File: config.mk
export PLATFORM = sky130hd
export DESIGN_NAME = seg7_scan
export DESIGN_NICKNAME = d
export VERILOG_FILES = /design/src/rtl/seg7_scan.sv
export SDC_FILE = /design/constraint.sdc
export NUM_CORES = 1
export LEC_CHECK = 0
export ABC_AREA = 0
export CAP_MARGIN = 0
export CORE_MARGIN = 3
export CORE_UTILIZATION = 47
export DETAILED_ROUTE_END_ITERATION = 16
export PLACE_DENSITY_LB_ADDON = 0.2
export SETUP_SLACK_MARGIN = 0.5
export SLEW_MARGIN = 40
export SYNTH_ARGS = -nofsm -noshare
export SYNTH_HDL_FRONTEND = slang
export SYNTH_SLANG_ARGS = --single-unit
File: constraint.sdc
create_clock -name clk -period 5.2 [get_ports clk]
set_input_delay 1.3 -clock clk [delete_from_list [all_inputs] [get_ports clk]]
set_output_delay 1.3 -clock clk [all_outputs]
set_load 0.02 [all_outputs]
File: src/rtl/seg7_scan.sv
// seg7_scan: multiplexed 7-segment scanner with hex decode, leading-zero
// blanking, PWM brightness and frame-synchronous input shadowing.
module seg7_scan #(
    parameter int DIGITS         = 8,
    parameter int PRESCALE       = 25000,
    parameter int BRIGHT_W       = 4,
    parameter bit AN_ACTIVE_LOW  = 1'b1,
    parameter bit SEG_ACTIVE_LOW = 1'b1
) (
    input  logic                  clk,
    input  logic                  reset,
    input  logic [4*DIGITS-1:0]   di,
    input  logic [8*DIGITS-1:0]   pixels,
    input  logic                  direct,
    input  logic [DIGITS-1:0]     dp,
    input  logic                  blank_lz,
    input  logic [BRIGHT_W-1:0]   brightness,
    output logic [7:0]            seg,
    output logic [DIGITS-1:0]     an,
    output logic                  frame
);

    localparam int PW = $clog2(PRESCALE);
    localparam int DW = $clog2(DIGITS);
    localparam logic [PW-1:0] PLAST = PW'(PRESCALE - 1);
    localparam logic [DW-1:0] DLAST = DW'(DIGITS - 1);
    localparam logic [7:0] SEG_OFF = SEG_ACTIVE_LOW ? 8'hFF : 8'h00;
    localparam logic [DIGITS-1:0] AN_OFF =
        AN_ACTIVE_LOW ? {DIGITS{1'b1}} : {DIGITS{1'b0}};
    localparam logic [DIGITS-1:0] ONE = {{(DIGITS-1){1'b0}}, 1'b1};

    logic [PW-1:0]       pcnt_q, pcnt_d;
    logic [DW-1:0]       dig_q, dig_d;
    logic [BRIGHT_W-1:0] pwm_q, pwm_d;
    logic                first_q;

    logic [4*DIGITS-1:0] sh_di_q;
    logic [8*DIGITS-1:0] sh_pix_q;
    logic                sh_dir_q;
    logic [DIGITS-1:0]   sh_dp_q;
    logic                sh_blz_q;

    logic [7:0]          seg_q, seg_d;
    logic [DIGITS-1:0]   an_q, an_d;
    logic                frame_q, frame_d;

    logic                tick, wrap, load;
    logic [3:0]          nib;
    logic [6:0]          glyph;
    logic [DIGITS-1:0]   zero_from;
    logic                zero_hi;
    logic                blanked;
    logic                an_on;
    logic [7:0]          seg_hi;

    function automatic logic [6:0] hex7(input logic [3:0] n);
        logic [6:0] r;
        r = 7'h00;
        case (n)
            4'h0: r = 7'h3F;
            4'h1: r = 7'h06;
            4'h2: r = 7'h5B;
            4'h3: r = 7'h4F;
            4'h4: r = 7'h66;
            4'h5: r = 7'h6D;
            4'h6: r = 7'h7D;
            4'h7: r = 7'h07;
            4'h8: r = 7'h7F;
            4'h9: r = 7'h6F;
            4'hA: r = 7'h77;
            4'hB: r = 7'h7C;
            4'hC: r = 7'h39;
            4'hD: r = 7'h5E;
            4'hE: r = 7'h79;
            4'hF: r = 7'h71;
        endcase
        return r;
    endfunction

    assign tick = (pcnt_q == PLAST);
    assign wrap = tick && (dig_q == DLAST);
    // First clock after reset and every frame wrap refresh the shadows.
    assign load = first_q || wrap;

    always_comb begin
        pcnt_d = tick ? '0 : pcnt_q + PW'(1);
        dig_d  = dig_q;
        if (tick) begin
            dig_d = wrap ? '0 : dig_q + DW'(1);
        end
        pwm_d = pwm_q + BRIGHT_W'(1);
    end

    // zero_from[i]: nibbles DIGITS-1 down to i are all zero.
    always_comb begin
        zero_hi   = 1'b1;
        zero_from = '0;
        for (int i = DIGITS - 1; i >= 0; i--) begin
            zero_hi      = zero_hi & (sh_di_q[4*i +: 4] == 4'h0);
            zero_from[i] = zero_hi;
        end
    end

    always_comb begin
        nib     = sh_di_q[{dig_q, 2'b00} +: 4];
        glyph   = hex7(nib);
        blanked = sh_blz_q && (dig_q != '0) && zero_from[dig_q];
        if (sh_dir_q) begin
            seg_hi = sh_pix_q[{dig_q, 3'b000} +: 8];
        end else begin
            seg_hi = {sh_dp_q[dig_q], blanked ? 7'h00 : glyph};
        end
        an_on   = (pcnt_q != '0) && (pwm_q <= brightness);
        seg_d   = SEG_ACTIVE_LOW ? ~seg_hi : seg_hi;
        an_d    = AN_OFF;
        if (an_on) begin
            an_d = AN_ACTIVE_LOW ? ~(ONE << dig_q) : (ONE << dig_q);
        end
        frame_d = wrap;
    end

    always_ff @(posedge clk or posedge reset) begin
        if (reset) begin
            pcnt_q   <= '0;
            dig_q    <= '0;
            pwm_q    <= '0;
            first_q  <= 1'b1;
            sh_di_q  <= '0;
            sh_pix_q <= '0;
            sh_dir_q <= 1'b0;
            sh_dp_q  <= '0;
            sh_blz_q <= 1'b0;
            seg_q    <= SEG_OFF;
            an_q     <= AN_OFF;
            frame_q  <= 1'b0;
        end else begin
            pcnt_q  <= pcnt_d;
            dig_q   <= dig_d;
            pwm_q   <= pwm_d;
            first_q <= 1'b0;
            if (load) begin
                sh_di_q  <= di;
                sh_pix_q <= pixels;
                sh_dir_q <= direct;
                sh_dp_q  <= dp;
                sh_blz_q <= blank_lz;
            end
            seg_q   <= seg_d;
            an_q    <= an_d;
            frame_q <= frame_d;
        end
    end

    assign seg   = seg_q;
    assign an    = an_q;
    assign frame = frame_q;

endmodule
# After elaboration in Yosys (flattened, before gate mapping)
# Memory sizes are Yosys's and may differ from the RTL's.
# Cells that the tools add are included.
# totals
regBits,146
rom_bits,112
input_bits,112
out_inout_bits,17
memories,1
# classes
n_addsub,3
magnitude_cmp,2
eq_ne,2
n_shift,3
mux,9
bitwise,9
n_reduce_logical,15
# memory_table
name,words,width,read_ports,rd_clocked_by_memory_dff,wr,line,source
(no name shown),16,7,1,0,0,59,case (n)
# ops
op,n
variable part select 64 x 7 -> 8 bit,1
zero test 4 bit,8
variable part select 32 x 6 -> 4 bit,1
2-to-1 mux 8 bit,2
NOT 8 bit,2
adder 15 x 1 -> 15 bit (second input constant),1
== test 15 bit (second input constant),1
2-to-1 mux 15 bit,1
nonzero test 15 bit,1
left shift 1 x 3 -> 8 bit (first input constant),1
AND 1 bit,7
2-to-1 mux 7 bit,1
binary-select mux 1 bit (select 3 bit),2
adder 4 x 1 -> 4 bit (second input constant),1
<= comparator 4 bit,1
logical AND 1 bit,4
< comparator 3 x 4 -> 1 bit (second input constant),1
adder 3 x 1 -> 3 bit (second input constant),1
== test 3 bit (second input constant),1
2-to-1 mux 3 bit,1
nonzero test 3 bit,1
2-to-1 mux 1 bit,2
logical OR 1 bit,1

# Longest topological paths before layout
# depth
ltp_word,14
ltp_mapped,8

# Worst setup path before layout
# No wires, ideal clock.
# synth_path
path_type,input port to flip-flop
start,input port brightness[1]
end,register an_q[0] (netlist: an[0])
arrival_ns,2.491
required_time_ns,5.099
setup_slack_ns,2.608
cell_stages,7
n_path_buf,0
path_cell_list,inv_1 ha_1 nor2b_1 o21a_1 o21a_1 o21ai_1 nand4_1
# synth_via
elab_chain_len,3
# synth_lines
element,line,source
start: declaration,17,"input logic [BRIGHT_W-1:0] brightness,"
<= comparator 4 bit,113,an_on = (pcnt_q != '0) && (pwm_q <= brightness);
logical AND 1 bit,113,
2-to-1 mux 8 bit,116,if (an_on) begin
named net an_d[0],44,"logic [DIGITS-1:0] an_q, an_d;"
end signal: assignment,149,an_q <= an_d;
end: declaration,44,
# The timed path passes the listed nets, and every way through them passes these cells.
# A chain may end at the register's enable or synchronous reset.

# Worst setup path in the final report
# layout_path
start,register dig_q[0]
end,register seg_q[5] (netlist: seg[5])
# layout_via
elab_chain_len,6
word_cells_on_any_way,11
cone_classes,2 x shift; 4 x mux; 1 x bitwise; 3 x reduce/logical; 1 x memory
# layout_lines
element,line,source
start: declaration,33,"logic [DW-1:0] dig_q, dig_d;"
start signal: assignment,138,dig_q <= dig_d;
"parallel branches: the longest is 4 deep, another holds memory (16 x 7 bit)",-,
2-to-1 mux 8 bit *,108,if (sh_dir_q) begin
NOT 8 bit *,114,seg_d = SEG_ACTIVE_LOW ? ~seg_hi : seg_hi;
named net seg_d[5],43,"logic [7:0] seg_q, seg_d;"
end signal: assignment,148,seg_q <= seg_d;
end: declaration,43,
# Mark *: on every way through the listed nets, which the timed path passes. The select of a mux whose other input is x is not followed.

==> results.toml <==
[route]
vias = 4355
wl_per_cell_microns = 18.3
routed_wirelength_mm = 14.8
first_pass_iters = 4
drcViolationCount = 0
antenna_left = 0
viasPerCell = 5.38
initialDrtViolationCount = 232

[clocking]
cts_tree = "done"
ctsHoldBuffers = 0
clkSinkCount = 146
clk_pin_slew_worst_paths_ns = 0.06
clk_path_buf_depth = 2
clk-insertion-delay-late_ns = 0.42
cts_root_buf = "clkbuf_16"
cts_setup_buffers = 0
htreeDepth = 4
cts-buffers-inserted = 17
cts_resized = 0

[power_and_ir_drop]
p_total_mw = 2.98
p_leak_nw = 3.71
ir_worst_vdd_mv = 0.247
pwr_density_cell_mw_per_mm2 = 334

[critical_path]
arrival_ns = 3.30
rr_startpoint = "dig_q[0]"
required_ns = 5.54
worst-setup-path-type = "register to register"
r2r_end = "seg[5]"
cp_slowest_cell = "dfrtp_4"
cp-end-kind = "register"
cpPeakStageDelay_ns = 0.83
r2r_slack_ns = 2.24
cp_cell_sequence = "mux4_2 > mux2i_1 > inv_1 > ha_1 > o21ai_0 > a21oi_1 > o41a_1"
cp-start-kind = "register"
reg2reg_depth = 7
crit_fanout = 32

[logic_synthesis]
synth_edf_count = 0
synthSimpleGateAreaFrac_pct = 7.42
muxShareOfSynthArea_pct = 27.5
synth_xor_area_share_pct = 1.92
async_flop_share_pct = 100
synthTopCellsByArea = "dfrtp_1, mux2_2, mux4_2, mux2_1, dfstp_2"
netlist_area_sq_mm = 0.00683
synth_compound_area_share_pct = 3.17
synth_cell_types = 47
ys.flop_type = "dfrtp_1"
seq_area_frac_synth_pct = 53.8
syn_avg_cell_area_sq_um = 14.0
netlist.area_leader.share_pct = 47.3
ys_warn_count = 0
synth_fp_nets = 617
synth_top_cell_by_area = "dfrtp_1"
synth_seq_cells = 146
synthAdderAreaFrac_pct = 3.30
syn_inst = 487
synth_top_family_by_area = "multiplexers"

[sta]
rsz0062_at_grt = "false"
min_period_over_period_pct = 57.0
slew_headroom_pct = 50.2
worst_pin_slew_ns = 0.727
hold_viol = 0
setup_violations = 0
finClkSkew_ns = 0.0118
layout_setup_ws_ns = 2.24
slew_violations = 0
hold_ws_ns = 0.479
setup_tns_ns = 0
post-route-min-period_ns = 2.96
fmax_mhz = 338

[global_route]
grt_max_degree = 77
grt_pass1_wl_mm = 24.2
grt_pass1_vias = 4697
grt_usage_pct = 19.3
grt.overflow.total = 0
antenna_found_initial = 1

[finish]
final_common_cell = "clkdlybuf4s50_1"
nets = 746
n_fill_cell = 1062
drive_gt1_share_pct = 24.8
area_growth_syn_to_layout_pct = 30.6
diodes = 0
fin_util_pct = 63.5
mostFrequentLayoutCells = "clkdlybuf4s50_1, dfrtp_1, mux2_2, mux2_1, nand2_1"

[outcome]
status = "finished clean"

[die]
io_pins = 129
die_x_microns = 127
floorplan.die.height_microns = 127
core_sq_mm = 0.0140
die_area_sq_mm = 0.0160
rows = 43
start_util_pct = 48.6

[worst_hold_path]
hp-start = "pcnt_q[0]"
min_to = "pcnt_q[0]"
hp-class = "register to register"
whs_path_depth = 1

[place]
io_buffers = 128
place_ws_ns = 1.94
place.gp.congestion = 0.869
dp_hpwl_mm = 10.3

[flow_run]
maxCapViolCount = 0
area by class of cell:
| cell class | instances | area, sq um | area share (%) |
|---|---|---|---|
| Tap cell | 180 | 225 | 2.52 |
| Inverter | 15 | 60.1 | 0.673 |
| Sequential cell | 146 | 3680 | 41.2 |
| Timing Repair Buffer | 134 | 1340 | 15.0 |
| Clock inverter | 13 | 205 | 2.30 |
| Clock buffer | 19 | 443 | 4.96 |
| Multi-Input combinational cell | 302 | 2970 | 33.2 |
cell families after synthesis:
| kind of cell | count (synthesis) |
|---|---|
| AND/OR/NAND/NOR | 101 |
| adder cells (fa/ha/maj) | 18 |
| buffers and inverters | 39 |
| AO/OA/AOI/OAI | 27 |
| multiplexers | 140 |
| other | 1 |
| flip-flops | 146 |
| XOR/XNOR | 15 |
through the flow:
step / instances / cell area [sq um]
floorplan: 487 / 6830
global placement: 776 / 8260
detailed placement: 777 / 8270
CTS: 809 / 8920
global route: 809 / 8920
finish: 809 / 8920
state kept, by name (all words and copies together), names as in the netlist, 3 cells and up:
| signal | count |
|---|---|
| an | 8 |
| dig_q | 3 |
| pcnt_q | 15 |
| pwm_q | 4 |
| seg | 8 |
| sh_di_q | 32 |
| sh_dp_q | 8 |
| sh_pix_q | 64 |
where the power goes:
| group | switching (mW) | internal, mW |
|---|---|---|
| registers | 0.0597 | 1.24 |
| logic | 0.135 | 0.213 |
| clock network | 0.471 | 0.865 |
| total | 0.666 | 2.32 |
synth_stat cells, types with 2 or more instances:
cell,count
xnor2_1,5
o21ai_0,5
nor2_1,14
mux2_1,40
mux2i_1,6
dfrtp_1,129
buf_2,4
o41a_1,5
nand3_1,12
nor3_1,6
nor4_1,5
clkbuf_1,11
buf_4,2
nor2b_1,4
buf_1,2
a21oi_1,3
nand4_1,9
and2_1,4
or4_1,2
and3_1,3
inv_1,14
nand2_1,38
o21a_1,2
mux4_2,27
ha_1,18
mux2_2,66
dfstp_2,17
xor2_1,10
o31a_1,2
buf_6,5
worst max-delay path: cells and delay by family, from the launching register on:
family	cells	cell delay, ns
adders and majority gates	1	0.25
muxes	2	1.05
buffers and inverters	1	0.13
AOI/OAI and AO/OA	3	0.63
DFF	1	0.83
how the worst max path moves through the flow:
| stage | startpoint | end |
|---|---|---|
| final | dig_q[0] | seg[5] |
| after global routing | dig_q[0] | seg[6] |
| after CTS | dig_q[0] | seg[6] |
| after detailed placement | brightness[1] | an[5] |
| after global placement | brightness[1] | an[5] |
| after floorplan | reset | dig_q[0] |
layer usage:
metal | wire [microns] | track usage, % | up-vias | share of wire, %
met1 | 6480 | 25.7 | 2188 | 44
met3 | 963 | 6.40 | 18 | 6.5
li1 | - | - | 2024 | -
met5 | 13 | 0 | - | 0.088
met2 | 7130 | 30.2 | 123 | 48
met4 | 196 | 5.99 | 2 | 1.3
No activity file was read; power rests on OpenSTA's default activity.
